$ cat src/rtl/i2c_slave_tx_if.sv
// i2c_slave_tx_if: pad, RAM-read and status signals of the I2C slave transmit engine.
interface i2c_slave_tx_if #(
    parameter int ADDR_W = 5
);
    logic              SCL;
    logic              SDA_IN;
    logic              SDA_OE;
    logic              TX_Start;
    logic [ADDR_W-1:0] TX_StartADD;
    logic [ADDR_W-1:0] LocalRAM_RADD;
    logic [7:0]        LocalRAM_DOUT;
    logic              Busy;
    logic              Done;
    logic              Aborted;
    logic [5:0]        BytesSent;

    modport slave (
        input  SCL, SDA_IN, TX_Start, TX_StartADD, LocalRAM_DOUT,
        output SDA_OE, LocalRAM_RADD, Busy, Done, Aborted, BytesSent
    );

    modport master (
        output SCL, SDA_IN, TX_Start, TX_StartADD, LocalRAM_DOUT,
        input  SDA_OE, LocalRAM_RADD, Busy, Done, Aborted, BytesSent
    );
endinterface

$ cat src/rtl/i2c_slave_tx.sv
// i2c_slave_tx: I2C slave read-transfer engine streaming local RAM bytes onto SDA.
// Define I2C_SLAVE_TX_AUTOWRAP_EN to wrap the RAM address; otherwise it saturates and pads with 8'hFF.
module i2c_slave_tx #(
    parameter int ADDR_W      = 5,
    parameter int SYNC_STAGES = 2
) (
    input logic           clk,
    input logic           reset,
    i2c_slave_tx_if.slave bus
);
    typedef enum logic [2:0] {IDLE, FETCH, LOAD, SHIFT, ACKWAIT, ACKSAMP} state_t;

    state_t                 state_q, state_d;
    logic [SYNC_STAGES-1:0] scl_sync_q, scl_sync_d, sda_sync_q, sda_sync_d;
    logic                   scl_prev_q, scl_prev_d, sda_prev_q, sda_prev_d;
    logic [ADDR_W-1:0]      addr_q, addr_d;
    logic [7:0]             shreg_q, shreg_d;
    logic [2:0]             bitcnt_q, bitcnt_d;
    logic [5:0]             sent_q, sent_d;
    logic                   sda_oe_q, sda_oe_d, busy_q, busy_d;
    logic                   done_q, done_d, aborted_q, aborted_d;
    logic                   ack_q, ack_d, past_end_q, past_end_d;
    logic                   scl_s, sda_s, scl_rise, scl_fall, bus_cond;

    assign scl_s    = scl_sync_q[SYNC_STAGES-1];
    assign sda_s    = sda_sync_q[SYNC_STAGES-1];
    assign scl_rise = scl_s & ~scl_prev_q;
    assign scl_fall = ~scl_s & scl_prev_q;
    // START/STOP: any data edge while the clock is high
    assign bus_cond = scl_s & (sda_s ^ sda_prev_q);

    always_comb begin
        scl_sync_d = (scl_sync_q << 1) | SYNC_STAGES'(bus.SCL);
        sda_sync_d = (sda_sync_q << 1) | SYNC_STAGES'(bus.SDA_IN);
        scl_prev_d = scl_s;
        sda_prev_d = sda_s;
        state_d    = state_q;
        addr_d     = addr_q;
        shreg_d    = shreg_q;
        bitcnt_d   = bitcnt_q;
        sent_d     = sent_q;
        sda_oe_d   = sda_oe_q;
        busy_d     = busy_q;
        ack_d      = ack_q;
        past_end_d = past_end_q;
        done_d     = 1'b0;
        aborted_d  = 1'b0;
        // our own pull-low cannot be mistaken for a master START/STOP
        if (state_q != IDLE && !sda_oe_q && bus_cond) begin
            state_d   = IDLE;
            sda_oe_d  = 1'b0;
            busy_d    = 1'b0;
            aborted_d = 1'b1;
        end else begin
            case (state_q)
                IDLE: if (bus.TX_Start) begin
                    addr_d     = bus.TX_StartADD;
                    sent_d     = '0;
                    busy_d     = 1'b1;
                    past_end_d = 1'b0;
                    state_d    = FETCH;
                end
                FETCH: state_d = LOAD;
                LOAD: begin
                    shreg_d  = past_end_q ? 8'hFF : bus.LocalRAM_DOUT;
                    bitcnt_d = 3'd7;
                    sda_oe_d = ~shreg_d[7];
                    state_d  = SHIFT;
                end
                SHIFT: if (scl_fall) begin
                    if (bitcnt_q == 3'd0) begin
                        sda_oe_d = 1'b0;
                        state_d  = ACKWAIT;
                    end else begin
                        sda_oe_d = ~shreg_q[6];
                        shreg_d  = {shreg_q[6:0], 1'b0};
                        bitcnt_d = bitcnt_q - 3'd1;
                    end
                end
                ACKWAIT: if (scl_rise) begin
                    sent_d  = (sent_q == 6'd63) ? sent_q : sent_q + 6'd1;
                    ack_d   = ~sda_s;
                    state_d = ACKSAMP;
                    if (!sda_s) begin
`ifdef I2C_SLAVE_TX_AUTOWRAP_EN
                        addr_d = addr_q + ADDR_W'(1);
`else
                        if (&addr_q) past_end_d = 1'b1;
                        else addr_d = addr_q + ADDR_W'(1);
`endif
                    end
                end
                ACKSAMP: if (scl_fall) begin
                    state_d = ack_q ? FETCH : IDLE;
                    done_d  = ~ack_q;
                    busy_d  = ack_q;
                end
                default: state_d = IDLE;
            endcase
        end
    end

    always_ff @(posedge clk or posedge reset) begin
        if (reset) begin
            scl_sync_q <= '1;
            sda_sync_q <= '1;
            scl_prev_q <= 1'b1;
            sda_prev_q <= 1'b1;
            state_q    <= IDLE;
            addr_q     <= '0;
            shreg_q    <= '0;
            bitcnt_q   <= '0;
            sent_q     <= '0;
            sda_oe_q   <= 1'b0;
            busy_q     <= 1'b0;
            done_q     <= 1'b0;
            aborted_q  <= 1'b0;
            ack_q      <= 1'b0;
            past_end_q <= 1'b0;
        end else begin
            scl_sync_q <= scl_sync_d;
            sda_sync_q <= sda_sync_d;
            scl_prev_q <= scl_prev_d;
            sda_prev_q <= sda_prev_d;
            state_q    <= state_d;
            addr_q     <= addr_d;
            shreg_q    <= shreg_d;
            bitcnt_q   <= bitcnt_d;
            sent_q     <= sent_d;
            sda_oe_q   <= sda_oe_d;
            busy_q     <= busy_d;
            done_q     <= done_d;
            aborted_q  <= aborted_d;
            ack_q      <= ack_d;
            past_end_q <= past_end_d;
        end
    end

    assign bus.SDA_OE        = sda_oe_q;
    assign bus.LocalRAM_RADD = addr_q;
    assign bus.Busy          = busy_q;
    assign bus.Done          = done_q;
    assign bus.Aborted       = aborted_q;
    assign bus.BytesSent     = sent_q;
endmodule

$ cat src/flat_wrapper.sv
// flat-port wrapper written by rule: the top's interface ports become plain ports
module i2c_slave_tx_flat 
#(
    parameter int ADDR_W      = 5,
    parameter int SYNC_STAGES = 2
)
  (clk, reset, bus_SCL, bus_SDA_IN, bus_TX_Start, bus_TX_StartADD, bus_LocalRAM_DOUT, bus_SDA_OE, bus_LocalRAM_RADD, bus_Busy, bus_Done, bus_Aborted, bus_BytesSent);
  i2c_slave_tx_if #(.ADDR_W(ADDR_W)) bus_i ();
  input logic clk;
  input logic reset;
  input wire logic [$bits(bus_i.SCL)-1:0] bus_SCL;
  input wire logic [$bits(bus_i.SDA_IN)-1:0] bus_SDA_IN;
  input wire logic [$bits(bus_i.TX_Start)-1:0] bus_TX_Start;
  input wire logic [$bits(bus_i.TX_StartADD)-1:0] bus_TX_StartADD;
  input wire logic [$bits(bus_i.LocalRAM_DOUT)-1:0] bus_LocalRAM_DOUT;
  output wire logic [$bits(bus_i.SDA_OE)-1:0] bus_SDA_OE;
  output wire logic [$bits(bus_i.LocalRAM_RADD)-1:0] bus_LocalRAM_RADD;
  output wire logic [$bits(bus_i.Busy)-1:0] bus_Busy;
  output wire logic [$bits(bus_i.Done)-1:0] bus_Done;
  output wire logic [$bits(bus_i.Aborted)-1:0] bus_Aborted;
  output wire logic [$bits(bus_i.BytesSent)-1:0] bus_BytesSent;
  assign bus_i.SCL = bus_SCL;
  assign bus_i.SDA_IN = bus_SDA_IN;
  assign bus_i.TX_Start = bus_TX_Start;
  assign bus_i.TX_StartADD = bus_TX_StartADD;
  assign bus_i.LocalRAM_DOUT = bus_LocalRAM_DOUT;
  assign bus_SDA_OE = bus_i.SDA_OE;
  assign bus_LocalRAM_RADD = bus_i.LocalRAM_RADD;
  assign bus_Busy = bus_i.Busy;
  assign bus_Done = bus_i.Done;
  assign bus_Aborted = bus_i.Aborted;
  assign bus_BytesSent = bus_i.BytesSent;
  i2c_slave_tx #(.ADDR_W(ADDR_W), .SYNC_STAGES(SYNC_STAGES)) u_core (.clk(clk), .reset(reset), .bus(bus_i));
endmodule
$ cat config.mk
export PLATFORM = sky130hd
export DESIGN_NAME = i2c_slave_tx_flat
export DESIGN_NICKNAME = d
export VERILOG_FILES = /design/src/rtl/i2c_slave_tx_if.sv /design/src/rtl/i2c_slave_tx.sv /design/src/flat_wrapper.sv
export SDC_FILE = /design/constraint.sdc
export NUM_CORES = 1
export LEC_CHECK = 0
export CAP_MARGIN = 5
export CORE_ASPECT_RATIO = 1.25
export CORE_MARGIN = 1
export CORE_UTILIZATION = 35
export CTS_CLUSTER_SIZE = 8
export DETAILED_ROUTE_END_ITERATION = 6
export PLACE_DENSITY = 0.65
export RECOVER_POWER = 100
export REMOVE_ABC_BUFFERS = 1
export SYNTH_ARGS = -nofsm -noshare
export SYNTH_HDL_FRONTEND = slang
export SYNTH_SLANG_ARGS = --single-unit
$ cat constraint.sdc
create_clock -name clk -period 1.8 [get_ports clk]
set_clock_uncertainty 0.05 [all_clocks]
set_input_delay 0.36 -clock clk [delete_from_list [all_inputs] [get_ports clk]]
set_output_delay 0.36 -clock clk [all_outputs]
set_load 0.02 [all_outputs]
==> run_results.csv <==
group,metric,value,unit
power,powerDensity,1290,nW/um2
sta,tightest_slew,0.890,ns
cts,h-tree-depth,2,
setup_path,crit_type,"register to output pin",
layout,drive_gt1_frac,0.228,
layout,layout_common_cells,"30 x dfrtp_1, 23 x buf_4, 18 x clkdlybuf4s50_1",
setup_path,cp_data_arrival_time,1.35,ns
floorplan,coreArea,5860,um2
sta,finalMaxSlewViolations,0,
floorplan,die_x,72.0,um
setup_path,cp_max_fo,5,
setup_path,crit_path_start_kind,"register",
global_route,grtUsageTotal,0.174,
power,power,0.00357,W
setup_path,path_buf_inv,1,
sta,worst_slack,0.0449,ns
min_path,min_path_type,"register to register",
sta,setup_viol,0,
route,ant_nets,0,
route,wirelength,5210,um
setup_path,cp_slowest_stage_delay,0.63,ns
global_route,gr-total-overflow,0,
setup_path,crit_slowest_cell,"clkdlybuf4s50_1",
cts,root_buffer,"clkbuf_8",
cts,cts_tree,"built",
synthesis,ys_warn_count,0,
synthesis,netlist_instances,212,
synthesis,synth.ff_latch_count,36,
power,max-vdd-ir-drop,0.710,mV
synthesis,yosysUniqueCellTypes,61,
sta,layout_min_cycle_time,1.76,ns
synthesis,synth_seq_area_share,0.424,
floorplan,die-area,6440,um2
cts,clk_pin_slew,0.08,ns
setup_path,required,1.39,ns
cts,clockBufferDepth,2,
layout,area_delta_synth_final,29.5,%
layout,insertedDiodeCount,0,
setup_path,crit_path_end_kind,"output pin",
floorplan,io-pin-count,33,
synthesis,synth_edf_count,0,
sta,hold_viol_final,0,
layout,fin_cells,349,
route,drc,0,
setup_path,path_cells,"clkdlybuf4s50_1",
synthesis,synth_area,2140,um2
run_status,outcome,"completed",
floorplan,die_y,89.4,um
route,wl_per_cell,14.9,um
route,num_vias,1836,
cts,clock_latency,0.29,ns
layout,fin_nets,289,
global_route,grt_start_max_net_pins,37,
floorplan,start_util,0.366,
placement,port_buffers,32,
setup_path,crit_family,"buffers and inverters",
synthesis,synthArstFlopShare,1.00,
synthesis,syn_area_per_cell,10.1,um2
global_route,grt_pass1_vias,1884,
layout,final_util,0.473,
global_route,antenna_found_initial,0,
global_route,grt_first_pass_wirelength,8720,um
route,via_per_inst,5.26,
sta,rsz0062_at_grt,"false",
sta,fin_crit_sh,0.975,
layout,fillers,578,
synthesis,ys.flop_type,"dfrtp_1",
cts,cts_buffers,5,
placement,hpwl,3590,um
placement,place_ws,-0.121,ns
placement,gp_congestion,0.875,
sta,fmax,570,MHz
route,drt_pass1_iterations,4,
placement,dp_cells,338,
floorplan,fp-row-count,31,
cts,cts.sinks,36,
flow_run,drv_cap,0,
sta,slew_headroom,0.407,
route,drt-initial-drc-count,134,
layout,layout_commonest_cell,"dfrtp_1",
power,power_leakage,1.17,nW
-- state kept, by name (all words and copies together), names as in the netlist, 2 cells and up --
register,count
u_core.bitcnt_q,3
u_core.bus.BytesSent,6
u_core.bus.LocalRAM_RADD,5
u_core.scl_sync_q,2
u_core.sda_sync_q,2
u_core.shreg_q,7
u_core.state_q,3
-- worst paths after layout --
check	start	end	slack [ns]	depth (start not counted)
worst max-delay path	u_core.bus.BytesSent[2]	bus_BytesSent[2]	0.04	1
worst min-delay path	u_core.scl_sync_q[0]	u_core.scl_sync_q[1]	0.30	0
worst max register to register	u_core.scl_sync_q[1]	u_core.bus.BytesSent[5]	0.06	5
worst min register to register	u_core.scl_sync_q[0]	u_core.scl_sync_q[1]	0.30	0
max in group asynchronous	reset	u_core.bus.Aborted	0.42	3
min in group asynchronous	reset	u_core.bus.LocalRAM_RADD[1]	0.72	3
-- power by group --
group / internal (W) / switching (W)
Combinational: 0.000797 / 0.000841
Clock: 0.000411 / 0.000305
Sequential: 0.00105 / 0.000173
-- cells in the mapped netlist (2+ instances only) --
master,n,share of area
dfrtp_1,30,0.35
nor2_1,17,0.030
a21oi_1,14,0.033
nand2_1,10,0.018
inv_1,9,0.016
nand3_1,9,0.021
o21ai_0,8,0.019
mux2_4,7,0.049
mux2i_1,7,0.033
buf_2,6,0.014
dfstp_2,6,0.074
o2bb2ai_1,6,0.025
clkbuf_1,5,0.0088
ha_1,5,0.029
nor2b_1,5,0.015
a31oi_1,4,0.012
nand2b_1,4,0.012
nand4_1,4,0.012
a32o_1,3,0.014
nor3_1,3,0.0070
nor3b_1,3,0.011
a211o_1,2,0.0082
a21o_1,2,0.0070
and3_1,2,0.0058
nor4_1,2,0.0058
o22ai_1,2,0.0058
o31ai_1,2,0.0070
or3_1,2,0.0058
-- timing repair --
action,in CTS,in global routing
setup endpoints to repair,5,20
cloned,0,1
setup buffers,0,2
hold buffers,0,0
pin swaps,1,1
endpoints found under the hold margin,0,0
gates resized for setup,1,15
-- per-layer routing --
metal | global-route usage | vias to the layer above | wire length, um | share of wire
met5 | 0 | - | 0 | 0
met4 | 0.0588 | 0 | 51 | 0.0098
met1 | 0.208 | 888 | 2240 | 0.43
met3 | 0.0372 | 7 | 225 | 0.043
li1 | - | 892 | - | -
met2 | 0.310 | 49 | 2690 | 0.52
-- cell type report --
class / count / area (um2) / share of cell area
timing repair buffer: 60 / 464 / 0.167
clock buffer: 6 / 72.6 / 0.0262
tap: 82 / 103 / 0.0370
clock inverter: 2 / 35.0 / 0.0126
multi-input combinational: 154 / 1160 / 0.417
inverter: 9 / 33.8 / 0.0122
sequential: 36 / 908 / 0.328
-- kinds of logic after synthesis --
| kind of cell | share of synthesized area |
|---|---|
| AND/OR/NAND/NOR | 0.204 |
| AO/OA/AOI/OAI | 0.204 |
| flip-flops | 0.424 |
| buffers and inverters | 0.0491 |
| multiplexers | 0.0818 |
| adder cells (fa/ha/maj) | 0.0292 |
| XOR/XNOR | 0.00760 |
-- through the flow --
| step | instance area (um2) | hold WS (ns) | setup TNS (ns) |
|---|---|---|---|
| finish | 2770 | 0.301 | 0 |
| global route | 2770 | 0.305 | 0 |
| CTS | 2810 | 0.295 | 0 |
| detailed placement | 2700 | 0.297 | -0.445 |
| global placement | 2700 | 0.297 | -0.163 |
| floorplan | 2070 | 0.295 | -1.20 |
No activity file was read; power rests on OpenSTA's default activity.
